$ cat config.mk
export PLATFORM = sky130hd
export DESIGN_NAME = btb_update_writer
export DESIGN_NICKNAME = d
export VERILOG_FILES = /design/src/rtl/btb_update_writer.sv
export SDC_FILE = /design/constraint.sdc
export NUM_CORES = 1
export LEC_CHECK = 0
export CAP_MARGIN = 0
export CORE_ASPECT_RATIO = 0.5
export CORE_MARGIN = 3
export CORE_UTILIZATION = 36
export CTS_BUF_LIST = sky130_fd_sc_hd__clkbuf_8
export DETAILED_ROUTE_END_ITERATION = 6
export GPL_ROUTABILITY_DRIVEN = 1
export MAX_ROUTING_LAYER = met4
export PLACE_DENSITY = 0.78
export SYNTH_ARGS = -nofsm -noshare
export SYNTH_HDL_FRONTEND = slang
export SYNTH_SLANG_ARGS = --single-unit
export TNS_END_PERCENT = 1
$ cat constraint.sdc
create_clock -name Clock -period 1.6 [get_ports Clock]
set_input_delay 0.16 -clock Clock [delete_from_list [all_inputs] [get_ports Clock]]
set_output_delay 0.16 -clock Clock [all_outputs]
set_load 0.05 [all_outputs]
$ cat src/rtl/btb_update_writer.sv
`default_nettype none
// ============================================================================
// Module   : btb_update_writer
// Purpose  : BTB write-port controller. It takes resolved branches from EX,
//            updates or allocates entries, and sweeps the valid bits after
//            reset or on a flush request.
// Options  : BTB_EVICT_ON_ZERO_EN - when defined, a hit update whose counter
//            falls to 00 writes the entry back as invalid.
// Revision : 1.0 - initial release
// ============================================================================
module btb_update_writer #(
    parameter int ENTRIES = 8,
    parameter int IDX_W   = 3,
    parameter int TAG_W   = 11
) (
    input  logic             Clock,
    input  logic             Reset_n,
    input  logic             Upd_Valid,
    output logic             Upd_Ready,
    input  logic [31:0]      Upd_PC,
    input  logic [31:0]      Upd_Target,
    input  logic             Upd_Taken,
    input  logic             Upd_Hit,
    input  logic [IDX_W-1:0] Upd_Hit_Index,
    input  logic [1:0]       Upd_Cnt,
    input  logic             Flush_Req,
    input  logic             Port_Busy,
    output logic             Wr_En,
    output logic [IDX_W-1:0] Wr_Index,
    output logic [TAG_W-1:0] Wr_Tag,
    output logic [31:0]      Wr_Target,
    output logic [1:0]       Wr_Cnt,
    output logic             Wr_Valid,
    output logic             Flushing
);

    localparam logic [0:0]       c_ST_FLUSH = 1'b0;
    localparam logic [0:0]       c_ST_IDLE  = 1'b1;
    localparam logic [IDX_W-1:0] c_LAST_IDX = IDX_W'(ENTRIES - 1);
    localparam logic [IDX_W-1:0] c_IDX_ONE  = IDX_W'(1);

    logic [0:0]       r_state;
    logic [0:0]       w_state_nxt;
    logic [IDX_W-1:0] r_sweep;
    logic [IDX_W-1:0] w_sweep_nxt;
    logic [IDX_W-1:0] r_ptr;
    logic [IDX_W-1:0] w_ptr_nxt;
    logic             r_buf_v;
    logic             w_buf_v_nxt;
    logic [TAG_W-1:0] r_buf_tag;
    logic [31:0]      r_buf_target;
    logic             r_buf_taken;
    logic             r_buf_hit;
    logic [IDX_W-1:0] r_buf_idx;
    logic [1:0]       r_buf_cnt;
    logic             w_capture;
    logic [1:0]       w_hit_cnt;
    logic             w_hit_valid;
    logic             w_unused_pc;

    assign w_unused_pc = ^{Upd_PC[31:TAG_W+2], Upd_PC[1:0]};

    // Records that neither hit nor were taken carry nothing worth writing.
    assign w_capture = Upd_Valid & Upd_Ready & (Upd_Hit | Upd_Taken);

    always_comb begin
        if (r_buf_taken) begin
            w_hit_cnt = (r_buf_cnt == 2'b11) ? 2'b11 : r_buf_cnt + 2'd1;
        end else begin
            w_hit_cnt = (r_buf_cnt == 2'b00) ? 2'b00 : r_buf_cnt - 2'd1;
        end
    end

`ifdef BTB_EVICT_ON_ZERO_EN
    assign w_hit_valid = (w_hit_cnt != 2'b00);
`else
    assign w_hit_valid = 1'b1;
`endif

    always_ff @(posedge Clock) begin
        if (!Reset_n) begin
            r_state <= c_ST_FLUSH;
        end else begin
            r_state <= w_state_nxt;
        end
    end

    always_ff @(posedge Clock) begin
        if (!Reset_n) begin
            r_sweep <= '0;
            r_ptr   <= '0;
            r_buf_v <= 1'b0;
        end else begin
            r_sweep <= w_sweep_nxt;
            r_ptr   <= w_ptr_nxt;
            r_buf_v <= w_buf_v_nxt;
        end
    end

    always_ff @(posedge Clock) begin
        if (w_capture) begin
            r_buf_tag    <= Upd_PC[TAG_W+1:2];
            r_buf_target <= Upd_Target;
            r_buf_taken  <= Upd_Taken;
            r_buf_hit    <= Upd_Hit;
            r_buf_idx    <= Upd_Hit_Index;
            r_buf_cnt    <= Upd_Cnt;
        end
    end

    always_comb begin
        w_state_nxt = r_state;
        w_sweep_nxt = r_sweep;
        w_ptr_nxt   = r_ptr;
        w_buf_v_nxt = r_buf_v;
        if (Flush_Req) begin
            w_state_nxt = c_ST_FLUSH;
            w_sweep_nxt = '0;
            w_ptr_nxt   = '0;
            w_buf_v_nxt = 1'b0;
        end else if (r_state == c_ST_FLUSH) begin
            if (Wr_En) begin
                if (r_sweep == c_LAST_IDX) begin
                    w_state_nxt = c_ST_IDLE;
                    w_sweep_nxt = '0;
                end else begin
                    w_sweep_nxt = r_sweep + c_IDX_ONE;
                end
            end
        end else begin
            if (Wr_En) begin
                w_buf_v_nxt = 1'b0;
                if (!r_buf_hit) begin
                    w_ptr_nxt = r_ptr + c_IDX_ONE;
                end
            end
            if (w_capture) begin
                w_buf_v_nxt = 1'b1;
            end
        end
    end

    always_comb begin
        Upd_Ready = Reset_n & (r_state == c_ST_IDLE) & ~r_buf_v;
        Flushing  = Reset_n & (r_state == c_ST_FLUSH);
        Wr_En     = 1'b0;
        Wr_Index  = r_buf_idx;
        Wr_Tag    = r_buf_tag;
        Wr_Target = r_buf_target;
        Wr_Cnt    = w_hit_cnt;
        Wr_Valid  = w_hit_valid;
        if (r_state == c_ST_FLUSH) begin
            Wr_En     = Reset_n & ~Port_Busy;
            Wr_Index  = r_sweep;
            Wr_Tag    = '0;
            Wr_Target = '0;
            Wr_Cnt    = 2'b00;
            Wr_Valid  = 1'b0;
        end else begin
            // A flush in the same cycle wins over the buffered write.
            Wr_En = Reset_n & r_buf_v & ~Port_Busy & ~Flush_Req;
            if (!r_buf_hit) begin
                Wr_Index = r_ptr;
                Wr_Cnt   = 2'b10;
                Wr_Valid = 1'b1;
            end
        end
    end

endmodule
`default_nettype wire

* Word level (Yosys, flattened, before mapping)
Cells that the tools add are included.
Cells by class: bitwise logic cells 16, $add $sub $neg 4, reductions and logical operators 6, mux-type cells 17, eq/ne operators 2
Operators by type and width (number):
- 32-bit 2-to-1 mux | 1
- 11-bit 2-to-1 mux | 1
- 2-bit 2-to-1 mux | 5
- 1-bit AND | 9
- 3-bit 2-to-1 mux | 3
- 1-bit 2-to-1 mux | 7
- 3-bit by 1-bit adder with 3-bit output (second input constant) | 2
- 1-bit NOT | 6
- 2-bit AND reduction | 2
- 3-bit equality test (second input constant) | 1
- 3-bit AND reduction | 1
- 2-bit by 1-bit adder with 2-bit output (second input constant) | 1
- 2-bit equality test (second input constant) | 1
- 2-bit zero test | 1
- 2-bit nonzero test | 1
- 2-bit OR reduction | 1
- 2-bit by 1-bit subtractor with 2-bit output (second input constant) | 1
- 1-bit OR | 1
Word-level totals: input port bits 76, output and inout port bits 52, register bits 58, word-level logic and storage cells 55

* Longest topological paths before layout
depth after elaboration 6, mapped depth 5

* Worst setup path before layout
No wires, ideal clock.
path kind flip-flop to flip-flop, start register r_state, end register r_buf_cnt[0], enable pin, cell stages (with the launch flop) 3, clock period less this slack 2167 ps, arrival time 1794 ps, data required time 1227 ps, library setup time 373 ps, path slack -567 ps, buffers on the path 0, path through dfxtp_1 and3b_2 o211a_4
Between the ends: word-level cells in the longest chain between the ends 4
Ends and longest elaborated chain:
- start: declaration | line 42 | logic [0:0] r_state;
- start signal: assignment | line 82 | r_state <= c_ST_FLUSH;
- start signal: assignment | line 84 | r_state <= w_state_nxt;
- 1-bit AND (2 in a row) | line 144 | Upd_Ready = Reset_n & (r_state == c_ST_IDLE) & ~r_buf_v;
- net Upd_Ready | line 19 | output logic Upd_Ready,
- 1-bit AND (2 in a row) | line 64 | assign w_capture = Upd_Valid & Upd_Ready & (Upd_Hit | Upd_Taken);
- net w_capture | line 56 | logic w_capture;
- end signal: assignment | line 107 | r_buf_cnt <= Upd_Cnt;
- end: declaration | line 55 | logic [1:0] r_buf_cnt;
The timed path passes the listed nets, and every way through them passes these cells. A chain may end at the register's enable or synchronous reset.

* Final worst setup path
start register r_buf_hit, end output Wr_Cnt[1]
Between the ends: word-level cells in the longest chain between the ends 2
Ends and longest elaborated chain:
- start: declaration | line 53 | logic r_buf_hit;
- start signal: assignment | line 105 | r_buf_hit <= Upd_Hit;
- 2-bit 2-to-1 mux | line 162 | if (!r_buf_hit) begin
- 2-bit 2-to-1 mux | line 152 | if (r_state == c_ST_FLUSH) begin
- end: declaration | line 32 | output logic [1:0] Wr_Cnt,
No other way between the ends.

==> impl_metrics.json <==
{
  "hold_slack_ns": 0.377,
  "syn-num-nets": 239,
  "htree_levels": 3,
  "max_freq_mhz": 632,
  "synthCells": 160,
  "syn_area_mm2": 0.00233,
  "ios": 128,
  "hold_viol": 0,
  "drtPass1Iterations": 4,
  "drc": 0,
  "ff_latch_area_mm2": 0.00167,
  "clk_path_buf_depth": 2,
  "finish.utilization_pct": 70.3,
  "num-fill-cells": 370,
  "track_usage_pct": 17.7,
  "drtIter0Drc": 128,
  "ant_nets": 0,
  "cts_hold_buf": 0,
  "slowest_delay_ns": 0.50,
  "ys_warn_count": 0,
  "die_area_mm2": 0.00753,
  "relSlewSlack_pct": 76.0,
  "die_x_um": 120,
  "critical_path_required_ns": 1.44,
  "async_flop_share_pct": 0,
  "core_mm2": 0.00616,
  "layout-drive-gt1-share_pct": 30.3,
  "synth_area_leaders": "edfxtp_1 (64%), and2_1 (12%), dfxtp_1 (6.9%)",
  "setup_tns_ns": 0,
  "r2r_cells": 3,
  "p_total_mw": 3.27,
  "hp-class": "primary input to register",
  "slew_viol_final": 0,
  "p_leak_nw": 1.59,
  "whs_path_depth": 1,
  "rsz0062_at_grt": "yes",
  "crit_buf_inv": 2,
  "reg2reg_to": "r_buf_target[9]",
  "synth_top_area_share_pct": 64.4,
  "r2r_slack_ns": 0.13,
  "use_met1_pct": 16.4,
  "fin_crit_ns": 1.58,
  "use_met3_pct": 6.69,
  "cp-start-kind": "register",
  "synth_ff_type": "edfxtp_1",
  "cp_slowest_cell": "edfxtp_1",
  "rows": 20,
  "crit_cells": 4,
  "clock-root-buffer": "clkbuf_8",
  "tightestPinTransition_ns": 0.359,
  "synth_top_area_cell": "edfxtp_1",
  "cp_cell_sequence": "buf_4 > o21ai_0 > and2_1 > buf_12",
  "cts_tree": "done",
  "cp_data_arrival_time_ns": 1.42,
  "antenna_found_initial": 0,
  "clk_latency_ns": 0.33,
  "status": "finished, final reports clean",
  "wl_per_cell_um": 17.1,
  "crit_path_end_kind": "primary output",
  "clkTransAtPathRegs_ns": 0.06,
  "synth_cell_types": 26,
  "wirelength_um": 6350,
  "multi_input_area_um2": 639,
  "p_per_area_mw_per_mm2": 756,
  "via_count": 1701,
  "syn_area_per_cell_um2": 14.6,
  "cap_violations": 0,
  "crit_type": "register to primary output",
  "ys_ff_latch": 58,
  "yosys.cell_count.top_type": "edfxtp_1",
  "n_antenna_cell": 0,
  "peakVddDrop_v": 0.000414,
  "grt_pass1_wl_um": 9690,
  "critical-path-top-delay-family": "flip-flops",
  "grt-busiest-layer": "met2",
  "grt_pass1_vias": 1861,
  "endpoint": "Wr_Cnt[1]",
  "gr-usage-met2_pct": 32.7,
  "setup_viol": 0,
  "port_buffers": 106,
  "skew_ns": 0.00739,
  "area_growth_pct": 85.7,
  "cts_sinks": 58,
  "numCtsBuffers": 9,
  "path_max_fanout": 5,
  "regToRegStartpoint": "r_state",
  "die_h_um": 62.9,
  "viasPerCell": 4.57,
  "gp_congestion": 0.785,
  "fin_crit_sh_pct": 98.9,
  "yosys-top-cells-count": "edfxtp_1 (50), and2_1 (44), a21oi_1 (8), dfxtp_1 (8), nor2_1 (7)",
  "nets": 358,
  "floorplan.initialDensity_pct": 37.8,
  "dpl.hpwl_um": 4580,
  "startpoint": "r_buf_hit",
  "synth-edff-count": 50,
  "grt_overflow": 0,
  "yosysSeqAreaShare_pct": 71.3,
  "grt_max_degree": 47
}
area by class of cell:
cell class | instances | area share (%)
Timing Repair Buffer | 115 | 39.0
Clock buffer | 9 | 2.86
Tap cell | 88 | 2.55
Sequential cell | 58 | 38.5
Inverter | 4 | 0.347
Clock inverter | 7 | 1.97
Multi-Input combinational cell | 91 | 14.8
how the worst min path moves through the flow:
| stage | start | to | slack, ns |
|---|---|---|---|
| floorplan | Upd_Cnt[0] | r_buf_cnt[0] | 0.26 |
| global placement | r_sweep[2] | r_sweep[2] | 0.48 |
| detailed placement | r_sweep[1] | r_sweep[1] | 0.50 |
| CTS | Upd_Target[22] | r_buf_target[22] | 0.36 |
| global route | Upd_PC[8] | r_buf_tag[6] | 0.36 |
| finish | Upd_Target[22] | r_buf_target[22] | 0.38 |
where the power goes:
| group | total [mW] | internal [mW] | switching [mW] |
|---|---|---|---|
| Sequential | 1.64 | 1.64 | 0.00163 |
| Combinational | 0.194 | 0.138 | 0.0561 |
| Clock | 1.44 | 0.860 | 0.575 |
layout by cell type (no fill, tap or decap), types with 2 or more instances in the layout:
| cell type | synthesis | layout |
|---|---|---|
| ha_1 | 3 | 3 |
| bufinv_16 | 0 | 2 |
| buf_12 | 0 | 55 |
| and2_4 | 0 | 2 |
| and2_1 | 44 | 42 |
| a21oi_1 | 8 | 5 |
| clkinv_1 | 0 | 2 |
| o31ai_1 | 2 | 2 |
| nor2_1 | 7 | 7 |
| nand2_1 | 4 | 4 |
| o21ai_0 | 4 | 4 |
| mux2i_1 | 3 | 3 |
| dfxtp_1 | 8 | 7 |
| o211ai_1 | 2 | 2 |
| clkdlybuf4s50_1 | 0 | 54 |
| a21oi_2 | 0 | 3 |
| nor2b_1 | 2 | 2 |
| inv_1 | 4 | 5 |
| edfxtp_1 | 50 | 50 |
| clkbuf_8 | 0 | 9 |
| buf_4 | 0 | 6 |
| nand2b_1 | 2 | 2 |
cells by family after synthesis:
family / after synthesis / synth area share [%]
flip-flops: 58 / 71.3
adder cells (fa/ha/maj): 4 / 2.04
multiplexers: 3 / 1.29
buffers and inverters: 11 / 2.20
AND/OR/NAND/NOR: 63 / 16.8
AO/OA/AOI/OAI: 21 / 6.34
routing by layer:
| layer | up-vias | part of all wire [%] |
|---|---|---|
| li1 | 807 | - |
| met1 | 820 | 36 |
| met2 | 58 | 57 |
| met3 | 16 | 3.8 |
| met4 | 0 | 2.8 |
| met5 | - | 0 |
per-stage QoR:
stage               std cells  worst slack [ns]  area, um2
floorplan                 160            -0.184       2330
global placement          355            0.0542       4070
detailed placement        355            0.0103       4070
CTS                       372          -0.00999       4320
global route              372           -0.0573       4330
finish                    372            0.0183       4330
sequential cells by signal, indices dropped and copies added, names as in the netlist:
| signal | count |
|---|---|
| r_buf_target | 32 |
| r_buf_tag | 11 |
| r_buf_idx | 3 |
| r_ptr | 3 |
| r_sweep | 3 |
| r_buf_cnt | 2 |
| r_buf_hit | 1 |
| r_buf_taken | 1 |
| r_buf_v | 1 |
| r_state | 1 |
repair_timing:
item                       CTS  global route
setup buffers                1             0
setup endpoints to repair   48            47
resized for setup            6             4
pin swaps                    1             1
No activity file was read; power rests on OpenSTA's default activity.
